**config.mk**
```make
export PLATFORM = sky130hd
export DESIGN_NAME = opb_msg_reader
export DESIGN_NICKNAME = d
export VERILOG_FILES = /design/src/rtl/opb_msg_reader.sv
export SDC_FILE = /design/constraint.sdc
export NUM_CORES = 1
export LEC_CHECK = 0
export BUFFER_PORTS_ARGS = -buffer_cell sky130_fd_sc_hd__buf_2
export CAP_MARGIN = 10
export CORE_UTILIZATION = 55
export DETAILED_ROUTE_END_ITERATION = 6
export GPL_ROUTABILITY_DRIVEN = 1
export GPL_TIMING_DRIVEN = 0
export PLACE_DENSITY = 0.89
export RECOVER_POWER = 25
export REMOVE_ABC_BUFFERS = 1
export SYNTH_ARGS = -nofsm -noshare
export SYNTH_HDL_FRONTEND = slang
export SYNTH_SLANG_ARGS = --single-unit
```
**constraint.sdc**
```tcl
create_clock -name OPB_CLK -period 4.7 [get_ports OPB_CLK]
set_clock_uncertainty 0.1 [all_clocks]
set_input_delay 0.47 -clock OPB_CLK [delete_from_list [all_inputs] [get_ports OPB_CLK]]
set_output_delay 0.47 -clock OPB_CLK [all_outputs]
set_load 0.05 [all_outputs]
```
**src/rtl/opb_msg_reader.sv**
```systemverilog
// Host-link frame decoder: pops bytes from an RX FIFO, assembles 10-byte command
// frames and issues a single OPB write or read strobe for each valid frame.
module opb_msg_reader #(
  parameter int          TIMEOUT_TICKS = 100,
  parameter logic [7:0]  HDR_WR        = 8'h5A,
  parameter logic [7:0]  HDR_RD        = 8'h5B
) (
  input  logic        OPB_CLK,
  input  logic        OPB_RST_N,
  input  logic        PULSE_2KHZ,
  output logic        RX_FIFO_RD,
  input  logic [7:0]  RX_FIFO_DATA,
  input  logic        RX_FIFO_EMPTY,
  output logic [31:0] OPB_ADDR,
  output logic [31:0] OPB_DO,
  output logic        OPB_WE,
  output logic        OPB_RE,
  output logic        error_flag
);

  localparam int TW = $clog2(TIMEOUT_TICKS + 1);
  localparam logic [TW-1:0] TMO_LAST = TW'(TIMEOUT_TICKS - 1);

  typedef enum logic [1:0] {
    S_IDLE,
    S_ADDR,
    S_DATA,
    S_TAIL
  } state_t;

  state_t        state_q, state_d;
  logic          rd_q, rd_d;
  logic          cap_q, cap_d;
  logic          pulse_q;
  logic [TW-1:0] tmo_q, tmo_d;
  logic [1:0]    cnt_q, cnt_d;
  logic          wr_cmd_q, wr_cmd_d;
  logic [31:0]   addr_sh_q, addr_sh_d;
  logic [31:0]   data_sh_q, data_sh_d;
  logic [31:0]   opb_addr_q, opb_addr_d;
  logic [31:0]   opb_do_q, opb_do_d;
  logic          we_q, we_d;
  logic          re_q, re_d;
  logic          err_q, err_d;

  logic          tick;
  logic [7:0]    rx_byte;
  logic [7:0]    tail_exp;

  assign tick     = PULSE_2KHZ & ~pulse_q;
  assign rx_byte  = RX_FIFO_DATA;
  assign tail_exp = wr_cmd_q ? ~HDR_WR : ~HDR_RD;

  // One pop in flight at a time: rd_q is the outstanding pop, cap_q marks valid data.
  always_comb begin
    rd_d  = ~RX_FIFO_EMPTY & ~rd_q;
    cap_d = rd_q;
  end

  always_comb begin
    state_d    = state_q;
    tmo_d      = tmo_q;
    cnt_d      = cnt_q;
    wr_cmd_d   = wr_cmd_q;
    addr_sh_d  = addr_sh_q;
    data_sh_d  = data_sh_q;
    opb_addr_d = opb_addr_q;
    opb_do_d   = opb_do_q;
    we_d       = 1'b0;
    re_d       = 1'b0;
    err_d      = err_q;

    if (state_q == S_IDLE || cap_q) begin
      tmo_d = '0;
    end else if (tick) begin
      tmo_d = tmo_q + TW'(1);
    end

    unique case (state_q)
      S_IDLE: begin
        if (cap_q && (rx_byte == HDR_WR || rx_byte == HDR_RD)) begin
          wr_cmd_d = (rx_byte == HDR_WR);
          err_d    = 1'b0;
          cnt_d    = 2'd0;
          state_d  = S_ADDR;
        end
      end
      S_ADDR: begin
        if (cap_q) begin
          addr_sh_d = {addr_sh_q[23:0], rx_byte};
          cnt_d     = cnt_q + 2'd1;
          if (cnt_q == 2'd3) begin
            state_d = S_DATA;
          end
        end
      end
      S_DATA: begin
        if (cap_q) begin
          data_sh_d = {data_sh_q[23:0], rx_byte};
          cnt_d     = cnt_q + 2'd1;
          if (cnt_q == 2'd3) begin
            state_d = S_TAIL;
          end
        end
      end
      S_TAIL: begin
        if (cap_q) begin
          state_d = S_IDLE;
          if (rx_byte == tail_exp) begin
            opb_addr_d = addr_sh_q;
            if (wr_cmd_q) begin
              opb_do_d = data_sh_q;
              we_d     = 1'b1;
            end else begin
              re_d     = 1'b1;
            end
          end else begin
            err_d = 1'b1;
          end
        end
      end
      default: state_d = S_IDLE;
    endcase

    // A captured byte in the same cycle as a tick keeps the frame alive.
    if (state_q != S_IDLE && !cap_q && tick && tmo_q == TMO_LAST) begin
      state_d = S_IDLE;
      tmo_d   = '0;
      err_d   = 1'b1;
    end
  end

  always_ff @(posedge OPB_CLK or negedge OPB_RST_N) begin
    if (!OPB_RST_N) begin
      state_q    <= S_IDLE;
      rd_q       <= 1'b0;
      cap_q      <= 1'b0;
      pulse_q    <= 1'b0;
      tmo_q      <= '0;
      cnt_q      <= 2'd0;
      wr_cmd_q   <= 1'b0;
      addr_sh_q  <= '0;
      data_sh_q  <= '0;
      opb_addr_q <= '0;
      opb_do_q   <= '0;
      we_q       <= 1'b0;
      re_q       <= 1'b0;
      err_q      <= 1'b0;
    end else begin
      state_q    <= state_d;
      rd_q       <= rd_d;
      cap_q      <= cap_d;
      pulse_q    <= PULSE_2KHZ;
      tmo_q      <= tmo_d;
      cnt_q      <= cnt_d;
      wr_cmd_q   <= wr_cmd_d;
      addr_sh_q  <= addr_sh_d;
      data_sh_q  <= data_sh_d;
      opb_addr_q <= opb_addr_d;
      opb_do_q   <= opb_do_d;
      we_q       <= we_d;
      re_q       <= re_d;
      err_q      <= err_d;
    end
  end

  assign RX_FIFO_RD = rd_q;
  assign OPB_ADDR   = opb_addr_q;
  assign OPB_DO     = opb_do_q;
  assign OPB_WE     = we_q;
  assign OPB_RE     = re_q;
  assign error_flag = err_q;

endmodule

```
==> results of run 1 <==
[sequential cells by signal, indices dropped and copies added (netlist names), 2 cells and up]
signal and cells:
data_sh_q 32, tmo_q 7, addr_sh_q 32, cnt_q 2, state_q 2, OPB_DO 32
OPB_ADDR 32
[per-layer routing]
metal / track usage (%) / wire, um
met3: 5.303 / 323
met1: 23.86 / 4252
met4: 9.557 / 206
met2: 35.57 / 5435
met5: 0 / 0
[how the worst min path moves through the flow]
stage | from | slack [ns] | cells after the start | endpoint
2_1_floorplan | OPB_RST_N | 0.07 | 0 | OPB_ADDR[0]
3_3_place_gp | RX_FIFO_RD | 0.28 | 0 | cap_q
3_5_place_dp | RX_FIFO_RD | 0.29 | 0 | cap_q
4_1_cts | RX_FIFO_DATA[6] | 0.15 | 2 | addr_sh_q[6]
5_1_grt | RX_FIFO_DATA[7] | 0.15 | 2 | data_sh_q[7]
6_report | RX_FIFO_DATA[7] | 0.17 | 2 | addr_sh_q[7]
[cell families (layout without fill, tap and decap cells)]
logic type	after synthesis	after routing
compound gates	22	22
xor+xnor	2	2
fa+ha+maj	7	7
buf+inv	17	120
flops	146	146
mux	131	131
simple gates	45	45
[where the power goes]
part           total, W  internal [W]  switching (W)
sequential      0.00178       0.00156       0.000211
combinational  0.000653      0.000364       0.000289
clock           0.00130      0.000797       0.000503
[stage by stage]
| stage | hold WS (ns) | utilization (%) | setup WS, ns | cells |
|---|---|---|---|---|
| final | 0.1706 | 67.46 | 1.836 | 609 |
| after global routing | 0.1505 | 67.46 | 1.280 | 609 |
| after CTS | 0.1465 | 67.69 | 2.143 | 609 |
| after detailed placement | 0.2919 | 61.72 | 2.159 | 575 |
| after global placement | 0.2834 | 60.98 | 1.170 | 572 |
| after floorplan | 0.07441 | - | 2.604 | 357 |
[layout by cell type (no fill, tap or decap), types with 2 or more instances in the layout]
cell type,synthesis,final
dfrtp_1,146,146
clkinv_2,0,2
clkbuf_16,0,16
nor2b_1,5,5
o21ai_0,4,4
nand3_1,4,4
xnor2_1,2,2
a22o_1,2,2
inv_1,4,4
mux2_4,2,2
nor2_1,4,4
dlygate4sd3_1,0,3
inv_6,0,2
buf_2,1,77
nand2_1,12,12
nand2b_1,3,3
a21oi_1,7,7
clkbuf_8,0,4
and4bb_2,2,2
mux2i_1,2,2
ha_1,7,7
nand4bb_1,3,3
and3_1,2,2
clkinv_4,0,2
a31oi_1,3,3
o31ai_1,2,2
bufinv_16,0,2
clkinvlp_4,0,3
mux2_2,127,127
nor3_1,2,2
[layout make-up]
| type | instances | share of cell area (%) |
|---|---|---|
| Sequential cell | 146 | 52.70 |
| Multi-Input combinational cell | 207 | 29.33 |
| Timing Repair Buffer | 85 | 6.894 |
| Clock buffer | 20 | 6.569 |
| Tap cell | 136 | 2.454 |
| Clock inverter | 11 | 1.841 |
| Inverter | 4 | 0.2166 |
[worst register-to-register path, cell delays in order (launching register included)]
cell and delay (ns):
dfrtp_1 0.40, ha_1 0.30, nand4bb_1 0.19, nor2_4 0.20, nand3_2 0.66, mux2_2 0.57
==> summary by stage, run 1 <==
Detailed routing
The detailed-router iteration count before antenna repair is 6. Dividing the detail-routed via count by the number of cells gives 5.422. In the final routed layout, each cell accounts on average for roughly 17 um. In this run the remaining antenna-violating nets after routing total 0.

For this block, the routed nets add up to 10220 um of wire. The via count is 3302. The number of DRC markers after the initial detailed-route iteration is 113. The DRC violation count after routing is 2.

Flow run
Max-cap violations in this run came to 1.

Timing
Headroom to the max-slew limit came out at -31.00%. The worst path in the final design needs a cycle of ~2.9 ns, including I/O delays and setup. The hold violation total from the final report is 0. In the finished design, the share of the clock period the worst path needs comes to 60.93%.

Setup violations remaining at the end of the flow were counted as 0. Setup repair after global routing left no endpoint under its margin. For this run, the top clock speed supported by timing is 0.3492 GHz. For the pin with the worst max-slew slack, the measured transition is 1.965 ns. The total negative slack is 0 ns.

The max-slew violation count was 86.

Worst setup path
The largest incremental delay on the critical path is roughly 1.5 ns. The required time at the endpoint of the critical path is slightly below 5 ns. The category of the critical setup timing path is input pin to async pin. The number of buffers and inverters on the critical path is 3. The slowest stage of the critical path belongs to the cell clkbuf_2.

The capturing element type of the critical path is an async pin. Measured in cells, the most critical reg-to-reg path has a length of 5. The most critical setup path has its endpoint at OPB_DO[30]. STA classifies the critical path startpoint as an input pin. The endpoint of the worst register-to-register path is OPB_ADDR[2]. The signal on the critical path passes through dlygate4sd3_1 -> buf_6 -> clkbuf_2. Tracing the worst setup path back leads to its startpoint at OPB_RST_N. The worst register-to-register path begins at state_q[1]. The kind of cell with the highest combined delay on the critical path is buffers and inverters. Along the worst path, the maximum fanout reaches 85. The register-to-register setup slack is 2.15 ns. The path length in cells of the critical path is 3. The data arrival time at the worst-slack endpoint is around 3 ns.

Worst hold path
The class of the tightest hold or removal check is input pin to flip-flop.

GRT
Global routing used about a fifth of the available tracks across all layers. The maximum number of pins on one net before global-route repair is 86. The initial antenna violation count is 0. The via count of the first global-routing pass is between 3k and 4k. The first-pass GRT wire length is about 17000 um. The total congestion overflow is 0.

Die
The number of placement rows is 37. The total area inside the core boundary comes to about 10000 um2. 80 I/O pins were placed. The die span in y is approximately 100 um. The starting utilization of the core area is roughly 56%. The floorplan step defined a die boundary enclosing 10950 um2.

The die width is 104.7 um.

Yosys
In the synthesized netlist the dominant register cell turns out to be dfrtp_1. The area of the mapped netlist is around 5800 um2. The count of flip-flops with a built-in enable after synthesis is 0. Of the total synthesized cell area, the portion taken by AND, OR, NAND and NOR gates is 5.245%. Synthesis handed over a netlist of 370 instances.

The portion of synthesized area spent on multiplexers is 25.53%. Yosys printed 0 warnings. The leading cell type by number of instances after synthesis is dfrtp_1. The synthesized netlist devotes 2.482% of its cell area to compound gates. After synthesis, the largest area contributor takes up approximately 63% of total cell area. The largest family of logic cells by synthesized area is multiplexers.

The area share of xor/xnor cells in the synthesized design is less than 1%. The average size of a mapped cell is between 15 and 20 um2. By area the synthesized netlist is led by dfrtp_1 63%, mux2_2 25%, ha_1 1.5%.

The fraction of the mapped netlist area in adder cells is 1.511%. The number of distinct library cells after synthesis is 36. For this run, the register share of the synthesized area comes to 63.03%. The cell accounting for the most synthesized area is dfrtp_1.

For this run, asynchronously set or reset flops after synthesis account for 100.0%. The post-synthesis sequential element count is approximately 150. Ranked by instance count, the synthesized netlist is headed by 146 x dfrtp_1, 127 x mux2_2, 12 x nand2_1, 7 x a21oi_1, 7 x ha_1.

Power
For this design the ratio of total power to cell area is between 500 and 600 nW/um2. The worst-case IR drop observed on VDD is 0.0002257 V. Summed over all cells, the static leakage comes to around 3.6 nW. The total power is 0.003728 W.

Run status
The run finished, with violations left. The final reports fail on DRC, capacitance limit, slew limit.

Final layout
The layout cell share with drive strength beyond 1 is 52.43%. The final antenna diode count is 0. After routing the design area is around 6900 um2.

The combined flip-flop and latch cell area is 3654 um2. The synthesis-to-finish area growth is 19.60%. The count of fill cells added during filler insertion is 731. The number of nets in the layout is 480. In the final layout, the multi-input gates occupy 2033 um2.

Clock network
The H-tree generated during clock tree synthesis spans 4 levels. After clock tree synthesis, the clock-pin slew on the worst setup and hold paths is 0.06 ns. The clock latency at the later pin of the worst-skew pair is 0.52 ns.

The longest clock path from root to sink contains 2 buffers. The quantity of hold-fixing buffers added after cts is 3. Counting every sink on the clock net gives 146.

The CTS tree is built. Once the clock tree was built, the setup fixing pass inserted 0 buffers. In this run, post-CTS repair resized a total of 0 instances. In this run, CTS created clock tree buffers numbering 17. The CTS root buffer is clkbuf_8.

Place
Routability-driven placement finished with a final weighted congestion of 0.7872. Detailed placement ended at an HPWL of 6793 um. The number of buffer cells added on primary ports is 79. The placed standard-cell area is 6344 um2.
Note: power is estimated with default switching activity, not from simulation.
==> run 2, diff against run 1 <==
--- a/config.mk
+++ b/config.mk
@@ -7,11 +7,11 @@
 export LEC_CHECK = 0
 export BUFFER_PORTS_ARGS = -buffer_cell sky130_fd_sc_hd__buf_2
 export CAP_MARGIN = 10
-export CORE_UTILIZATION = 55
+export CORE_UTILIZATION = 51
 export DETAILED_ROUTE_END_ITERATION = 6
 export GPL_ROUTABILITY_DRIVEN = 1
 export GPL_TIMING_DRIVEN = 0
-export PLACE_DENSITY = 0.89
+export PLACE_DENSITY = 0.87
 export RECOVER_POWER = 25
 export REMOVE_ABC_BUFFERS = 1
 export SYNTH_ARGS = -nofsm -noshare
==> constraint.sdc (replaced) <==
create_clock -name OPB_CLK -period 2.6 [get_ports OPB_CLK]
set_clock_uncertainty 0.1 [all_clocks]
set_input_delay 0.26 -clock OPB_CLK [delete_from_list [all_inputs] [get_ports OPB_CLK]]
set_output_delay 0.26 -clock OPB_CLK [all_outputs]
set_load 0.05 [all_outputs]
==> summary by stage, run 2 (synthesized netlist as in run 1, its figures left out) <==
Die
The die width was 108.6 um (+3.8%). The starting utilization of the core area is 53.01% (-3.4 points). The number of placement rows came to 38 (+2.7%). The number of ports placed on the die boundary came to 80 (unchanged). The die span in y is 108.6 um (+3.8%). The total die area is 11800 um2 (+7.7%). The core region area was 10940 um2 (+6.4%).

Clock network
The number of buffers created by CTS came to 17 (unchanged). The clock sink count is 146 (unchanged). The clock latency at the later pin of the worst-skew pair came to 0.41 ns (-0.11 ns). The post-CTS clock slew at the launch and capture registers of the worst setup and hold paths was 0.06 ns (about the same). The H-tree depth is 4 (unchanged).

The CTS root buffer is clkbuf_16. The CTS tree is built. The maximum buffer depth of the clock tree came to 2 (unchanged). The post-CTS setup buffer count is 0 (unchanged).

Worst hold path
The path with the worst hold slack has its endpoint at addr_sh_q[3]. The number of cells on the worst hold path was 2 (unchanged). The launch instance of the worst min-delay path is RX_FIFO_DATA[3].

The class of the tightest hold or removal check is input pin to flip-flop.

Final layout
In the layout the commonest cells are 146 x dfrtp_1, 127 x mux2_2, 65 x buf_2. The count of fill cells added during filler insertion is 803 (+9.8%). The combined flip-flop and latch cell area is 3654 um2 (unchanged).

The area of the multi-input gates is 2041 um2 (+0.37%). The final antenna diode count came to 0 (unchanged). The library cell used most frequently in the layout, excluding fill and tap cells, is dfrtp_1.

The number of nets in the layout is 480 (unchanged). The layout cell share with drive strength beyond 1 is 49.58% (-2.9 points). The final core utilization was 63.68% (-3.8 points).

From synthesis to final layout, the design area changed by 20.14%. The number of standard cells in the layout, taps in and fillers out is 614 (+0.82%).

Worst setup path
The startpoint class of the critical path is a flip-flop. The category of the critical setup timing path is flip-flop to flip-flop. The startpoint of the worst-slack reg-to-reg timing path is state_q[1]. The number of cells on the worst reg-to-reg path is 5 (unchanged). The largest driver fanout on the critical path was 33 (-61%). The register-to-register setup slack is 0.24 ns (-1.91 ns). The data arrival time at the worst-slack endpoint is 2.56 ns (-0.44 ns). The capturing element type of the critical path is a flip-flop. The required time at the endpoint of the critical path came to 2.79 ns (-2.05 ns).

The endpoint of the worst register-to-register path is OPB_DO[5].

Power
The share of power burned in registers was 47.2% (-0.4 points). The clock share of power is 35.0% (about the same). The areal power density over the cells came to 974.8 nW/um2 (+81%). The net switching component of the power came to 0.001828 W (+82%). The internal power consumption came to 0.004960 W (+82%). The highest ir drop seen on vdd was 0.0004259 V (+89%). The switching share of power was 26.93% (about the same). The share of power burned in combinational logic is 17.8% (+0.3 points). The standby leakage power is 3.536 nW (-1.4%).

Timing
The hold violation total from the final report is 0 (unchanged). The count of endpoints failing setup in the final report is 0 (unchanged). In the finished design, the share of the clock period the worst path needs comes to roughly 91%. The maximum achievable frequency is 0.4229 GHz.

The max-slew violation count is 0 (-100%). The slack of the critical path is 0.2354 ns (-1.601 ns). The worst-margin pin slew was 1.493 ns (-0.4717 ns).

The minimum clock period is between 2 and 2.5 ns. The relative slew slack is 0.4453% (+31 points). Setup repair after global routing left no endpoint under its margin.

The total negative slack came to 0 ns (unchanged).

Flow run
The number of maximum-capacitance violations is 0 (-1).

Detailed routing
The via count was 3336 (+1.0%). The number of DRC markers after the initial detailed-route iteration is 248 (+120%). The overall routed net length came to 10490 um (+2.7%). The average wire per standard cell is 17.09 um (+1.9%). The remaining antenna violation count after routing is 0 (unchanged).

The DRC violation count after routing came to 0 (-2). The post-detailed-route via-to-cell ratio is 5.433 (+0.21%). The detailed-router iteration count before antenna repair is 4 (-2).

GRT
The global-route usage over all layers is 19.68% (-0.83 points). The via count of the first global-routing pass is 3498 (+0.78%). The initial antenna violation count is 0 (unchanged).

The total congestion overflow was 0 (unchanged). The first-pass GRT wire length was 17440 um (+1.8%). The maximum number of pins on one net before global-route repair came to 91 (+5.8%).

Run status
The run finished with clean final reports.

Place
The post-placement worst setup slack is 0.08963 ns (-2.069 ns). The placer congestion estimate came to 0.7898 (+0.33%). The post-detailed-placement half-perimeter wirelength is 6867 um (+1.1%). The number of buffer cells added on primary ports is 79 (unchanged).

The number of placed instances, taps included is 579 (+0.70%).
[run 2: routing by layer]
metal | GRT usage [%] | vias up | part of all wire [%]
met4 | 6.853 | 0 | 1.3
met5 | 0 | - | 0
met1 | 23.72 | 1729 | 41
li1 | - | 1517 | -
met2 | 33.63 | 76 | 53
met3 | 5.858 | 14 | 4.2
[run 2: worst max-delay path: stages, from the launching register on]
cell	delay [ns]
dfrtp_1	0.40
ha_1	0.29
nand4bb_1	0.19
nor2_4	0.21
nand4_4	0.54
mux2_4	0.50
[run 2: power groups by stage]
stage	logic [W]	clock network, W	registers, W
after floorplan	0.000869	0	0.00316
after global placement	0.00109	0	0.00319
after detailed placement	0.00120	0	0.00324
after CTS	0.00122	0.00243	0.00321
after global routing	0.00133	0.00253	0.00328
final	0.00121	0.00238	0.00320
[run 2: area by class of cell]
type	count	share of cell area, %
Clock buffer	21	6.612
Clock inverter	11	1.833
Inverter	4	0.2156
Multi-Input combinational cell	207	29.30
Sequential cell	146	52.46
Tap cell	140	2.515
Timing Repair Buffer	85	7.061
[run 2: through the flow]
stage	hold WS (ns)	power, W	cell area (um2)
after detailed placement	0.1584	0.004438	6361
after global placement	0.2830	0.004278	6272
after CTS	0.03524	0.006865	6979
final	0.05514	0.006789	6964
after floorplan	-0.1356	0.004031	5702
after global routing	0.05195	0.007144	6964
[run 2: how the worst max path moves through the flow]
| stage | start | to | cells past startpoint |
|---|---|---|---|
| finish | state_q[1] | OPB_DO[5] | 5 |
| global route | state_q[1] | OPB_DO[4] | 5 |
| CTS | state_q[1] | OPB_ADDR[5] | 5 |
| detailed placement | state_q[1] | OPB_ADDR[0] | 5 |
| global placement | OPB_RST_N | OPB_DO[29] | 1 |
| floorplan | state_q[0] | OPB_ADDR[0] | 5 |
[run 2: repair_timing]
item / in CTS / in global routing
gates resized for setup: 0 / 1
hold buffers: 3 / 0
hold endpoints to repair: 58 / 0
setup endpoints to repair: 0 / 32
